--- src/rtl/seg7_scan_driver.sv ---
// seg7_scan_driver
//   Multi-digit 7-segment driver. A binary value captured on a load strobe is
//   converted to BCD by a sequential shift-add-3 engine. The finished digits
//   are then time-multiplexed onto shared active-low segment and anode lines.
//
// Ports
//   clk       system clock
//   rst       asynchronous, active-high reset
//   value     binary number to display (BIN_WIDTH bits)
//   load      single-cycle strobe, captures value
//   busy      conversion in progress
//   overflow  last accepted value >= 10^NUM_DIGITS (every digit shows a dash)
//   seg       segments, active low, bit6=a ... bit0=g
//   an        digit enables, active low, an[0] = rightmost digit
//
// Handshake: load is a fire-and-forget strobe. It is accepted directly while
// busy=0. While busy=1 it is parked in a one-entry pending slot (last strobe
// wins), and the slot is accepted on the cycle after the conversion finishes.
module seg7_scan_driver #(
  parameter int NUM_DIGITS  = 4,
  parameter int BIN_WIDTH   = 14,
  parameter int REFRESH_DIV = 100000,
  parameter int BLANK_LZ    = 1
) (
  input  logic                  clk,
  input  logic                  rst,
  input  logic [BIN_WIDTH-1:0]  value,
  input  logic                  load,
  output logic                  busy,
  output logic                  overflow,
  output logic [6:0]            seg,
  output logic [NUM_DIGITS-1:0] an
);

  localparam int BCD_W = 4 * NUM_DIGITS;
  localparam int IDX_W = (NUM_DIGITS > 1) ? $clog2(NUM_DIGITS) : 1;
  localparam int REF_W = $clog2(REFRESH_DIV);
  localparam int CNT_W = $clog2(BIN_WIDTH);
  localparam logic [31:0] LIMIT = 32'(10 ** NUM_DIGITS);

  typedef enum logic {S_IDLE, S_CONV} state_t;

  state_t               state_q, state_d;
  logic [BIN_WIDTH-1:0] bin_q, bin_d;
  logic [BCD_W-1:0]     bcd_q, bcd_d;
  logic [CNT_W-1:0]     cnt_q, cnt_d;
  logic                 ovf_scr_q, ovf_scr_d;
  logic                 pend_vld_q, pend_vld_d;
  logic [BIN_WIDTH-1:0] pend_val_q, pend_val_d;
  logic [BCD_W-1:0]     disp_q, disp_d;
  logic                 ovf_q, ovf_d;

  logic [BCD_W-1:0]     bcd_adj;
  logic [BCD_W-1:0]     bcd_sh;
  logic [BIN_WIDTH-1:0] bin_sh;
  logic [BIN_WIDTH-1:0] acc_val;

  // Shift-add-3 step. Scratch holds only NUM_DIGITS nibbles: carries only move
  // upward, so the displayed digits are exact whenever the value fits, and an
  // oversized value is shown as dashes regardless of the scratch contents.
  always_comb begin
    bcd_adj = bcd_q;
    for (int i = 0; i < NUM_DIGITS; i++) begin
      if (bcd_q[4*i +: 4] >= 4'd5) bcd_adj[4*i +: 4] = bcd_q[4*i +: 4] + 4'd3;
    end
    bcd_sh = {bcd_adj[BCD_W-2:0], bin_q[BIN_WIDTH-1]};
    bin_sh = {bin_q[BIN_WIDTH-2:0], 1'b0};
  end

  // A fresh strobe beats an older pending value.
  assign acc_val = load ? value : pend_val_q;

  always_comb begin
    state_d    = state_q;
    bin_d      = bin_q;
    bcd_d      = bcd_q;
    cnt_d      = cnt_q;
    ovf_scr_d  = ovf_scr_q;
    pend_vld_d = pend_vld_q;
    pend_val_d = pend_val_q;
    disp_d     = disp_q;
    ovf_d      = ovf_q;
    case (state_q)
      S_IDLE: begin
        if (load || pend_vld_q) begin
          state_d    = S_CONV;
          bin_d      = acc_val;
          bcd_d      = '0;
          cnt_d      = '0;
          ovf_scr_d  = (32'(acc_val) >= LIMIT);
          pend_vld_d = 1'b0;
        end
      end
      S_CONV: begin
        bin_d = bin_sh;
        bcd_d = bcd_sh;
        cnt_d = cnt_q + 1'b1;
        if (load) begin
          pend_vld_d = 1'b1;
          pend_val_d = value;
        end
        // Last shift: publish digits and overflow together.
        if (cnt_q == CNT_W'(BIN_WIDTH - 1)) begin
          state_d = S_IDLE;
          disp_d  = bcd_sh;
          ovf_d   = ovf_scr_q;
        end
      end
      default: state_d = S_IDLE;
    endcase
  end

  always_ff @(posedge clk or posedge rst) begin
    if (rst) begin
      state_q    <= S_IDLE;
      bin_q      <= '0;
      bcd_q      <= '0;
      cnt_q      <= '0;
      ovf_scr_q  <= 1'b0;
      pend_vld_q <= 1'b0;
      pend_val_q <= '0;
      disp_q     <= '0;
      ovf_q      <= 1'b0;
    end else begin
      state_q    <= state_d;
      bin_q      <= bin_d;
      bcd_q      <= bcd_d;
      cnt_q      <= cnt_d;
      ovf_scr_q  <= ovf_scr_d;
      pend_vld_q <= pend_vld_d;
      pend_val_q <= pend_val_d;
      disp_q     <= disp_d;
      ovf_q      <= ovf_d;
    end
  end

  // ---------------------------------------------------------------- scan ---
  logic [REF_W-1:0]      ref_q;
  logic [IDX_W-1:0]      idx_q;
  logic                  scan_on_q;
  logic [6:0]            seg_q, seg_nxt;
  logic [NUM_DIGITS-1:0] an_q, an_nxt;
  logic                  ref_tc;
  logic [NUM_DIGITS-1:0] lz;
  logic [3:0]            cur_nib;

  function automatic logic [6:0] decode(input logic [3:0] d);
    case (d)
      4'd0: decode = 7'b0000001;
      4'd1: decode = 7'b1001111;
      4'd2: decode = 7'b0010010;
      4'd3: decode = 7'b0000110;
      4'd4: decode = 7'b1001100;
      4'd5: decode = 7'b0100100;
      4'd6: decode = 7'b0100000;
      4'd7: decode = 7'b0001111;
      4'd8: decode = 7'b0000000;
      4'd9: decode = 7'b0001100;
      default: decode = 7'b1111111;
    endcase
  endfunction

  assign ref_tc = (ref_q == REF_W'(REFRESH_DIV - 1));

  // lz[i] = digit i and every digit above it are zero.
  always_comb begin
    lz = '0;
    lz[NUM_DIGITS-1] = (disp_q[BCD_W-1 -: 4] == 4'd0);
    for (int i = NUM_DIGITS - 2; i >= 0; i--) begin
      lz[i] = lz[i+1] && (disp_q[4*i +: 4] == 4'd0);
    end
  end

  always_comb begin
    cur_nib = disp_q[4*int'(idx_q) +: 4];
    an_nxt  = ~(NUM_DIGITS'(1) << idx_q);
    if (ovf_q)
      seg_nxt = 7'b1111110;
    else if ((BLANK_LZ != 0) && (idx_q != '0) && lz[idx_q])
      seg_nxt = 7'b1111111;
    else
      seg_nxt = decode(cur_nib);
  end

  // an/seg stay dark until the first index step after reset, then follow the
  // current index (and the current display contents) one edge later.
  always_ff @(posedge clk or posedge rst) begin
    if (rst) begin
      ref_q     <= '0;
      idx_q     <= '0;
      scan_on_q <= 1'b0;
      seg_q     <= 7'b1111111;
      an_q      <= '1;
    end else begin
      if (ref_tc) begin
        ref_q     <= '0;
        idx_q     <= (idx_q == IDX_W'(NUM_DIGITS - 1)) ? '0 : idx_q + 1'b1;
        scan_on_q <= 1'b1;
      end else begin
        ref_q <= ref_q + 1'b1;
      end
      if (scan_on_q) begin
        seg_q <= seg_nxt;
        an_q  <= an_nxt;
      end
    end
  end

  assign busy     = (state_q == S_CONV);
  assign overflow = ovf_q;
  assign seg      = seg_q;
  assign an       = an_q;

endmodule

--- config.mk ---
export PLATFORM = sky130hd
export DESIGN_NAME = seg7_scan_driver
export DESIGN_NICKNAME = d
export VERILOG_FILES = /design/src/rtl/seg7_scan_driver.sv
export SDC_FILE = /design/constraint.sdc
export NUM_CORES = 1
export LEC_CHECK = 0
export BUFFER_PORTS_ARGS = -buffer_cell sky130_fd_sc_hd__clkbuf_2
export CAP_MARGIN = 30
export CORE_MARGIN = 10
export CORE_UTILIZATION = 54
export CTS_BUF_LIST = sky130_fd_sc_hd__clkbuf_4
export DETAILED_ROUTE_END_ITERATION = 16
export MAX_ROUTING_LAYER = met4
export PLACE_DENSITY = 0.75
export SYNTH_ARGS = -nofsm -noshare
export SYNTH_HDL_FRONTEND = slang
export SYNTH_SLANG_ARGS = --single-unit
--- constraint.sdc ---
create_clock -name clk -period 2.85 [get_ports clk]
set_input_delay 0.1425 -clock clk [delete_from_list [all_inputs] [get_ports clk]]
set_output_delay 0.1425 -clock clk [all_outputs]
set_load 0.1 [all_outputs]
==> flow_summary.toml, run 1 <==
[placed_design]
placed_area_um2 = 5170
hpwlAfterDp_um = 6390
place.gp.congestion = 0.793
port_buffers = 29
place_ws_ns = 0.548

[synthesis]
netlist_top_cells_area = "sky130_fd_sc_hd__dfrtp_1, sky130_fd_sc_hd__mux2_2, sky130_fd_sc_hd__dfstp_2, sky130_fd_sc_hd__ha_1, sky130_fd_sc_hd__mux2i_1"
yosysSeqAreaShare_pct = 50.5
ys_types = 42
synth_most_common_cell = "sky130_fd_sc_hd__dfrtp_1"
avgSynthCellArea_um2 = 10.7
ys_seq_elements = 99
ys_top_cells_by_count = "sky130_fd_sc_hd__dfrtp_1, sky130_fd_sc_hd__nand2_1, sky130_fd_sc_hd__nor2_1"
synthesis.area_um2 = 4930
synthCells = 461
syn_nets = 499
synthDominantAreaCellType = "sky130_fd_sc_hd__dfrtp_1"
ys.warnings.count = 0
yosys.area.top_type_share_pct = 44.7
asyncSetResetFlopFracSynth_pct = 100
yosys_most_used_dff = "sky130_fd_sc_hd__dfrtp_1"
synth_edf_count = 0

[global_route]
grt_pass1_vias = 3576
grt_antenna_before_repair = 0
grt_usage_pct = 15.7
maximum_number_of_pins_on_one_net_before_global_route_repair = 55
global_route.overflow_total = 0
wire_length_of_the_first_global_routing_pass_um = 16800

[timing]
worst_slew_margin_rel_pct = 38.3
setup_tns_ns = 0
max_slew.worst_pin.slew_ns = 0.903
fmax_mhz = 423
final_min_period_over_clock_period_pct = 83.0
postLayoutSetupSlackWorst_ns = 0.484
timing.final.setup_violations = 0
final_max_slew_viols = 0
unrepaired_setup_endpoints_after_global_routing = "false"
finalHoldViolCount = 0
finalCriticalPeriod_ns = 2.37
final.setup_skew_ns = 0.0243

[routing]
iteration_0_drc_markers = 144
drc = 0
drt-wirelength-per-cell_um = 15.5
route.vias.total = 3432
detail-route-antenna-nets = 0
routed_via_density = 5.61
total_detailed_routing_wirelength_um = 9480
drtPass1Iterations = 4

[final_layout]
antenna_cells = 0
final_stage_net_count = 537
nFillCells = 716
final_layout_size_suffix_gt1_share_pct = 19.8
flow.area_growth_from_synthesis_pct = 11.8
finalInstanceArea_um2 = 5510

[floorplan]
die_area_um2 = 13300
starting_density_of_the_core_pct = 56.0
io_pins = 30
dieWidth_um = 116
placementRows = 34
core_area_um2 = 8810
die_height_um = 116

[worst_setup_path]
rr_startpoint = "ref_q[12]"
arrival_ns = 2.69
worst-path-max-fanout = 4
cp_common_cell = "sky130_fd_sc_hd__or4b_1"
critical_path_end_type = "flip-flop"
path_buf_inv = 0
worst_reg2reg_path_length_in_cells = 5
worstPathCellList = "or4b_1 -> or4b_1 -> nor4_1 -> and3_2 -> mux2_1"
r2r_end = "idx_q[0]"
critical-path-max-stage-delay_ns = 0.51
start_kind = "flip-flop"
critical_path.top_delay_family = "simple AND/OR/NAND/NOR gates"
required_ns = 3.17
crit_slowest_cell = "sky130_fd_sc_hd__or4b_1"
worst-setup-path-type = "flip-flop to flip-flop"
worst_r2r_setup_slack_ns = 0.48

[clocking]
clk_pin_slew_worst_paths_ns = 0.17
postCtsResizedCells = 0
clock_tree.buffer_depth = 2
tritoncts_clock_tree = "built"
worstSkewPairLatency_ns = 0.44
clock-root-buffer = "sky130_fd_sc_hd__clkbuf_4"
cts.sink_count = 99
cts_made_buffers = 9
htree_levels = 3

[power_and_ir_drop]
powerDensity_nw_per_um2 = 858
vdd.ir_drop.worst_mv = 0.418
power_report.internal_total_mw = 3.04
switching_power_mw = 1.69
power.share.switching_pct = 35.7
power.share.sequential_pct = 46.0
static-leakage-power_nw = 2.57
combPwrFrac_pct = 34.4
clock_power_share_pct = 19.6

[worst_hold_path]
hold_path.class = "input port to async pin"

[status]
run_status = "finished, final reports clean"

[flow_run]
max_cap_violations = 0
## metal layers
metal | vias to the layer above | GRT usage (%) | part of all wire [%]
li1 | 1668 | - | -
met1 | 1717 | 20.3 | 47
met2 | 36 | 24.8 | 49
met3 | 11 | 2.43 | 2.2
met4 | 0 | 5.57 | 1.4
met5 | - | - | 0
## how the worst max path moves through the flow
stage,start,end,slack (ns),cells past startpoint
floorplan,rst,bcd_q[0],0.14,1
global placement,ref_q[12],idx_q[0],0.59,5
detailed placement,ref_q[12],idx_q[0],0.55,5
CTS,ref_q[12],idx_q[0],0.47,5
global route,disp_q[9],seg[5],0.24,5
finish,ref_q[12],idx_q[0],0.48,5
## flip-flops by register name, summed over array words and instances (netlist names)
name	count
bcd_q	16
seg	7
an	4
disp_q	16
cnt_q	4
pend_vld_q	1
ref_q	17
overflow	1
busy	1
idx_q	2
bin_q	14
scan_on_q	1
ovf_scr_q	1
pend_val_q	14
## power groups by stage
stage                     sequential, mW  clock, mW  combinational [mW]
after floorplan                     2.10          0                1.32
after CTS                           2.17      0.943                1.64
after detailed placement            2.20          0                1.62
after global routing                2.23       1.02                1.85
final                               2.18      0.927                1.62
after global placement              2.17          0                1.55
## cells by family after synthesis
| logic type | count (synthesis) | synth area share (%) |
|---|---|---|
| buf+inv | 43 | 3.45 |
| fa+ha+maj | 21 | 5.33 |
| compound gates | 80 | 9.85 |
| simple gates | 137 | 13.0 |
| xor+xnor | 21 | 3.73 |
| flops | 99 | 50.5 |
| mux | 60 | 14.0 |
## cell usage in the layout, fill, tap and decap left out, types with 21 or more instances in the layout
cell / synthesis / final
sky130_fd_sc_hd__a21oi_1: 23 / 23
sky130_fd_sc_hd__clkbuf_2: 0 / 29
sky130_fd_sc_hd__inv_1: 22 / 21
sky130_fd_sc_hd__dfrtp_1: 88 / 88
sky130_fd_sc_hd__mux2i_1: 23 / 23
sky130_fd_sc_hd__nor2_1: 39 / 39
sky130_fd_sc_hd__o21ai_0: 31 / 31
sky130_fd_sc_hd__mux2_2: 31 / 31
sky130_fd_sc_hd__ha_1: 21 / 21
sky130_fd_sc_hd__nand2_1: 47 / 47
## cell type report
type / count / area, um^2 / share of cell area (%)
Timing Repair Buffer: 48 / 338 / 6.13
Tap cell: 108 / 135 / 2.45
Clock inverter: 6 / 113 / 2.04
Inverter: 22 / 85.1 / 1.54
Sequential cell: 99 / 2490 / 45.2
Clock buffer: 10 / 75.1 / 1.36
Multi-Input combinational cell: 319 / 2270 / 41.2
## tightest hold or removal path, stage by stage
cell                            delay (ns)
sky130_fd_sc_hd__dlygate4sd3_1        0.53
sky130_fd_sc_hd__clkbuf_2             0.12
sky130_fd_sc_hd__inv_4                0.50
## what timing repair did
| action | 4_1_cts | 5_1_grt |
|---|---|---|
| hold endpoints to repair | 62 | 0 |
| setup buffers | 0 | 0 |
| hold buffers | 15 | 0 |
## metrics by stage
step / util (%) / hold WS [ns] / power (mW) / cells
CTS: 62.6 / 0.335 / 4.76 / 612
detailed placement: 58.7 / 0.287 / 3.82 / 581
global route: 62.6 / 0.367 / 5.10 / 612
finish: 62.6 / 0.331 / 4.73 / 612
global placement: 58.7 / 0.276 / 3.72 / 581
floorplan: - / 0.293 / 3.42 / 461
Power figures use the tool's default switching activity.
==> run 2: changes to the inputs <==
PLACE_DENSITY = 0.72   (was 0.75)
clock period = 2.37 ns   (was 2.85 ns; I/O delays follow)
==> run 2 against run 1 <==
Effect of this change: worst hold slack got worse by 0.17 ns; count of clock-buffer cells in the layout decreased by 1; combinational power grew 24%; utilization up 0.26 points; critical path depth is the same; power increased by 16%; first-iteration DRC count grew 27%; via count is 0.61% lower; clock skew down 0.0017 ns; critical path type unchanged; largest power group unchanged.
==> flow_summary.toml, run 2 (synthesized netlist as in run 1, its figures left out) <==
[status]
run_status = "finished, final reports clean"

[power_and_ir_drop]
vdd.ir_drop.worst_mv = 0.643
power.share.sequential_pct = 46.9
power_report.internal_total_mw = 3.47
powerDensity_nw_per_um2 = 994
power.share.switching_pct = 36.9
switching_power_mw = 2.03
clock_power_share_pct = 16.5
static-leakage-power_nw = 2.59
combPwrFrac_pct = 36.6

[floorplan]
core_area_um2 = 8810
starting_density_of_the_core_pct = 56.0
io_pins = 30
placementRows = 34
dieWidth_um = 116
die_height_um = 116
die_area_um2 = 13300

[final_layout]
final_layout_size_suffix_gt1_share_pct = 21.1
antenna_cells = 0
biggest_regs = "ref_q (17), bcd_q (16), disp_q (16)"
largest_register_ffs = 17
commonest_cells_after_routing_fill_and_taps_aside = "sky130_fd_sc_hd__dfrtp_1, sky130_fd_sc_hd__nand2_1, sky130_fd_sc_hd__nor2_1"
nFillCells = 719
regMostFlops = "ref_q"
register_area_um2 = 2490
mostFrequentLayoutCell = "sky130_fd_sc_hd__dfrtp_1"
flow.area_growth_from_synthesis_pct = 12.2
final_stage_net_count = 545
multi_input_comb_area_um2 = 2270

[worst_setup_path]
worst-setup-path-type = "flip-flop to flip-flop"
start_kind = "flip-flop"
required_ns = 2.70
worst_r2r_setup_slack_ns = 0.12
critical_path.top_delay_family = "simple AND/OR/NAND/NOR gates"
crit_slowest_cell = "sky130_fd_sc_hd__or4b_1"
cp_common_cell = "sky130_fd_sc_hd__or4b_1"
r2r_end = "idx_q[1]"
critical_path_end_type = "flip-flop"
critical-path-max-stage-delay_ns = 0.51
worstPathCellList = "or4b_1 -> or4b_1 -> nor4_1 -> and3_2 -> mux2_1"
arrival_ns = 2.58
worst_reg2reg_path_length_in_cells = 5
path_buf_inv = 0
worst-path-max-fanout = 4
rr_startpoint = "ref_q[12]"

[clocking]
clock_tree.buffer_depth = 2
worstSkewPairLatency_ns = 0.43
number_of_post_cts_setup_repair_buffers = 0
cts-hold-fix-buffers = 15
cts_made_buffers = 9
postCtsResizedCells = 0
cts.sink_count = 99
htree_levels = 3
clock-root-buffer = "sky130_fd_sc_hd__clkbuf_4"
tritoncts_clock_tree = "built"
clk_pin_slew_worst_paths_ns = 0.17

[routing]
total_detailed_routing_wirelength_um = 9230
routed_via_density = 5.50
drc = 0
detail-route-antenna-nets = 0
route.vias.total = 3411
iteration_0_drc_markers = 183
drtPass1Iterations = 5
drt-wirelength-per-cell_um = 14.9

[timing]
unrepaired_setup_endpoints_after_global_routing = "false"
postLayoutSetupSlackWorst_ns = 0.117
finalCriticalPeriod_ns = 2.25
final_max_slew_viols = 0
fmax_mhz = 444
worst_hold_slack_ns = 0.165
worst_slew_margin_rel_pct = 53.3
max_slew.worst_pin.slew_ns = 0.701
setup_tns_ns = 0
timing.final.setup_violations = 0
final_min_period_over_clock_period_pct = 95.0
final.setup_skew_ns = 0.0226
finalHoldViolCount = 0

[worst_hold_path]
hold_depth = 3
min_from = "load"
worstHoldEndpoint = "pend_val_q[1]"
hold_path.class = "input port to flip-flop"

[global_route]
grt_pass1_vias = 3459
wire_length_of_the_first_global_routing_pass_um = 16100
grt_usage_pct = 15.2
grt_antenna_before_repair = 0
global_route.overflow_total = 0
maximum_number_of_pins_on_one_net_before_global_route_repair = 46

[placed_design]
place.gp.congestion = 0.821
place_ws_ns = 0.0900
port_buffers = 29
hpwlAfterDp_um = 6580

[flow_run]
max_cap_violations = 0
[run 2: cell types whose count changed in the layout (fill, tap and decap cells not counted)]
| cell | before | now |
|---|---|---|
| sky130_fd_sc_hd__bufinv_16 | 3 | 1 |
| sky130_fd_sc_hd__clkinv_4 | 0 | 2 |
| sky130_fd_sc_hd__clkbuf_4 | 10 | 9 |
| sky130_fd_sc_hd__inv_6 | 1 | 3 |
| sky130_fd_sc_hd__clkinvlp_4 | 1 | 2 |
| sky130_fd_sc_hd__buf_4 | 3 | 11 |
| sky130_fd_sc_hd__inv_4 | 2 | 0 |
[run 2: cell type report]
cell class | instances | share of cell area, %
clock buffers | 9 | 1.22
clock inverters | 7 | 1.47
inverters | 22 | 1.56
multi-input cells | 319 | 41.1
flip-flops and latches | 99 | 45.0
well taps | 108 | 2.44
repair buffers | 56 | 7.19
[run 2: power groups by stage]
stage / sequential (mW) / clock (mW) / combinational [mW]
after global routing: 2.65 / 1.01 / 2.29
after CTS: 2.57 / 0.944 / 2.03
after detailed placement: 2.61 / 0 / 2.01
after global placement: 2.58 / 0 / 1.92
after floorplan: 2.52 / 0 / 1.59
final: 2.58 / 0.908 / 2.01
[run 2: how the worst max path moves through the flow]
stage                     end  startpoint  slack [ns]  depth (start not counted)
finish               idx_q[1]   ref_q[12]        0.12                          5
global route         idx_q[1]   ref_q[12]        0.04                          5
CTS                  idx_q[1]   ref_q[12]        0.10                          5
detailed placement   idx_q[1]   ref_q[12]        0.09                          5
global placement     idx_q[0]   ref_q[12]        0.12                          5
floorplan           disp_q[0]        busy        0.16                          3
[run 2: layer usage]
| metal | share of wire (%) | global-route usage (%) |
|---|---|---|
| met1 | 46 | 18.2 |
| met2 | 49 | 25.4 |
| met3 | 3.0 | 3.67 |
| met4 | 1.3 | 3.63 |
| met5 | 0 | - |
[run 2: tightest hold or removal path, stage by stage]
cell	delay [ns]
sky130_fd_sc_hd__clkbuf_2	0.10
sky130_fd_sc_hd__nand2_1	0.19
sky130_fd_sc_hd__mux2_2	0.19
[run 2: through the flow]
step / instances / area, um^2 / util (%) / total power, mW
3_5_place_dp: 589 / 5230 / 59.4 / 4.61
5_1_grt: 620 / 5530 / 62.8 / 5.94
2_1_floorplan: 461 / 4930 / - / 4.11
3_3_place_gp: 589 / 5230 / 59.4 / 4.50
6_report: 620 / 5530 / 62.8 / 5.50
4_1_cts: 620 / 5530 / 62.8 / 5.55
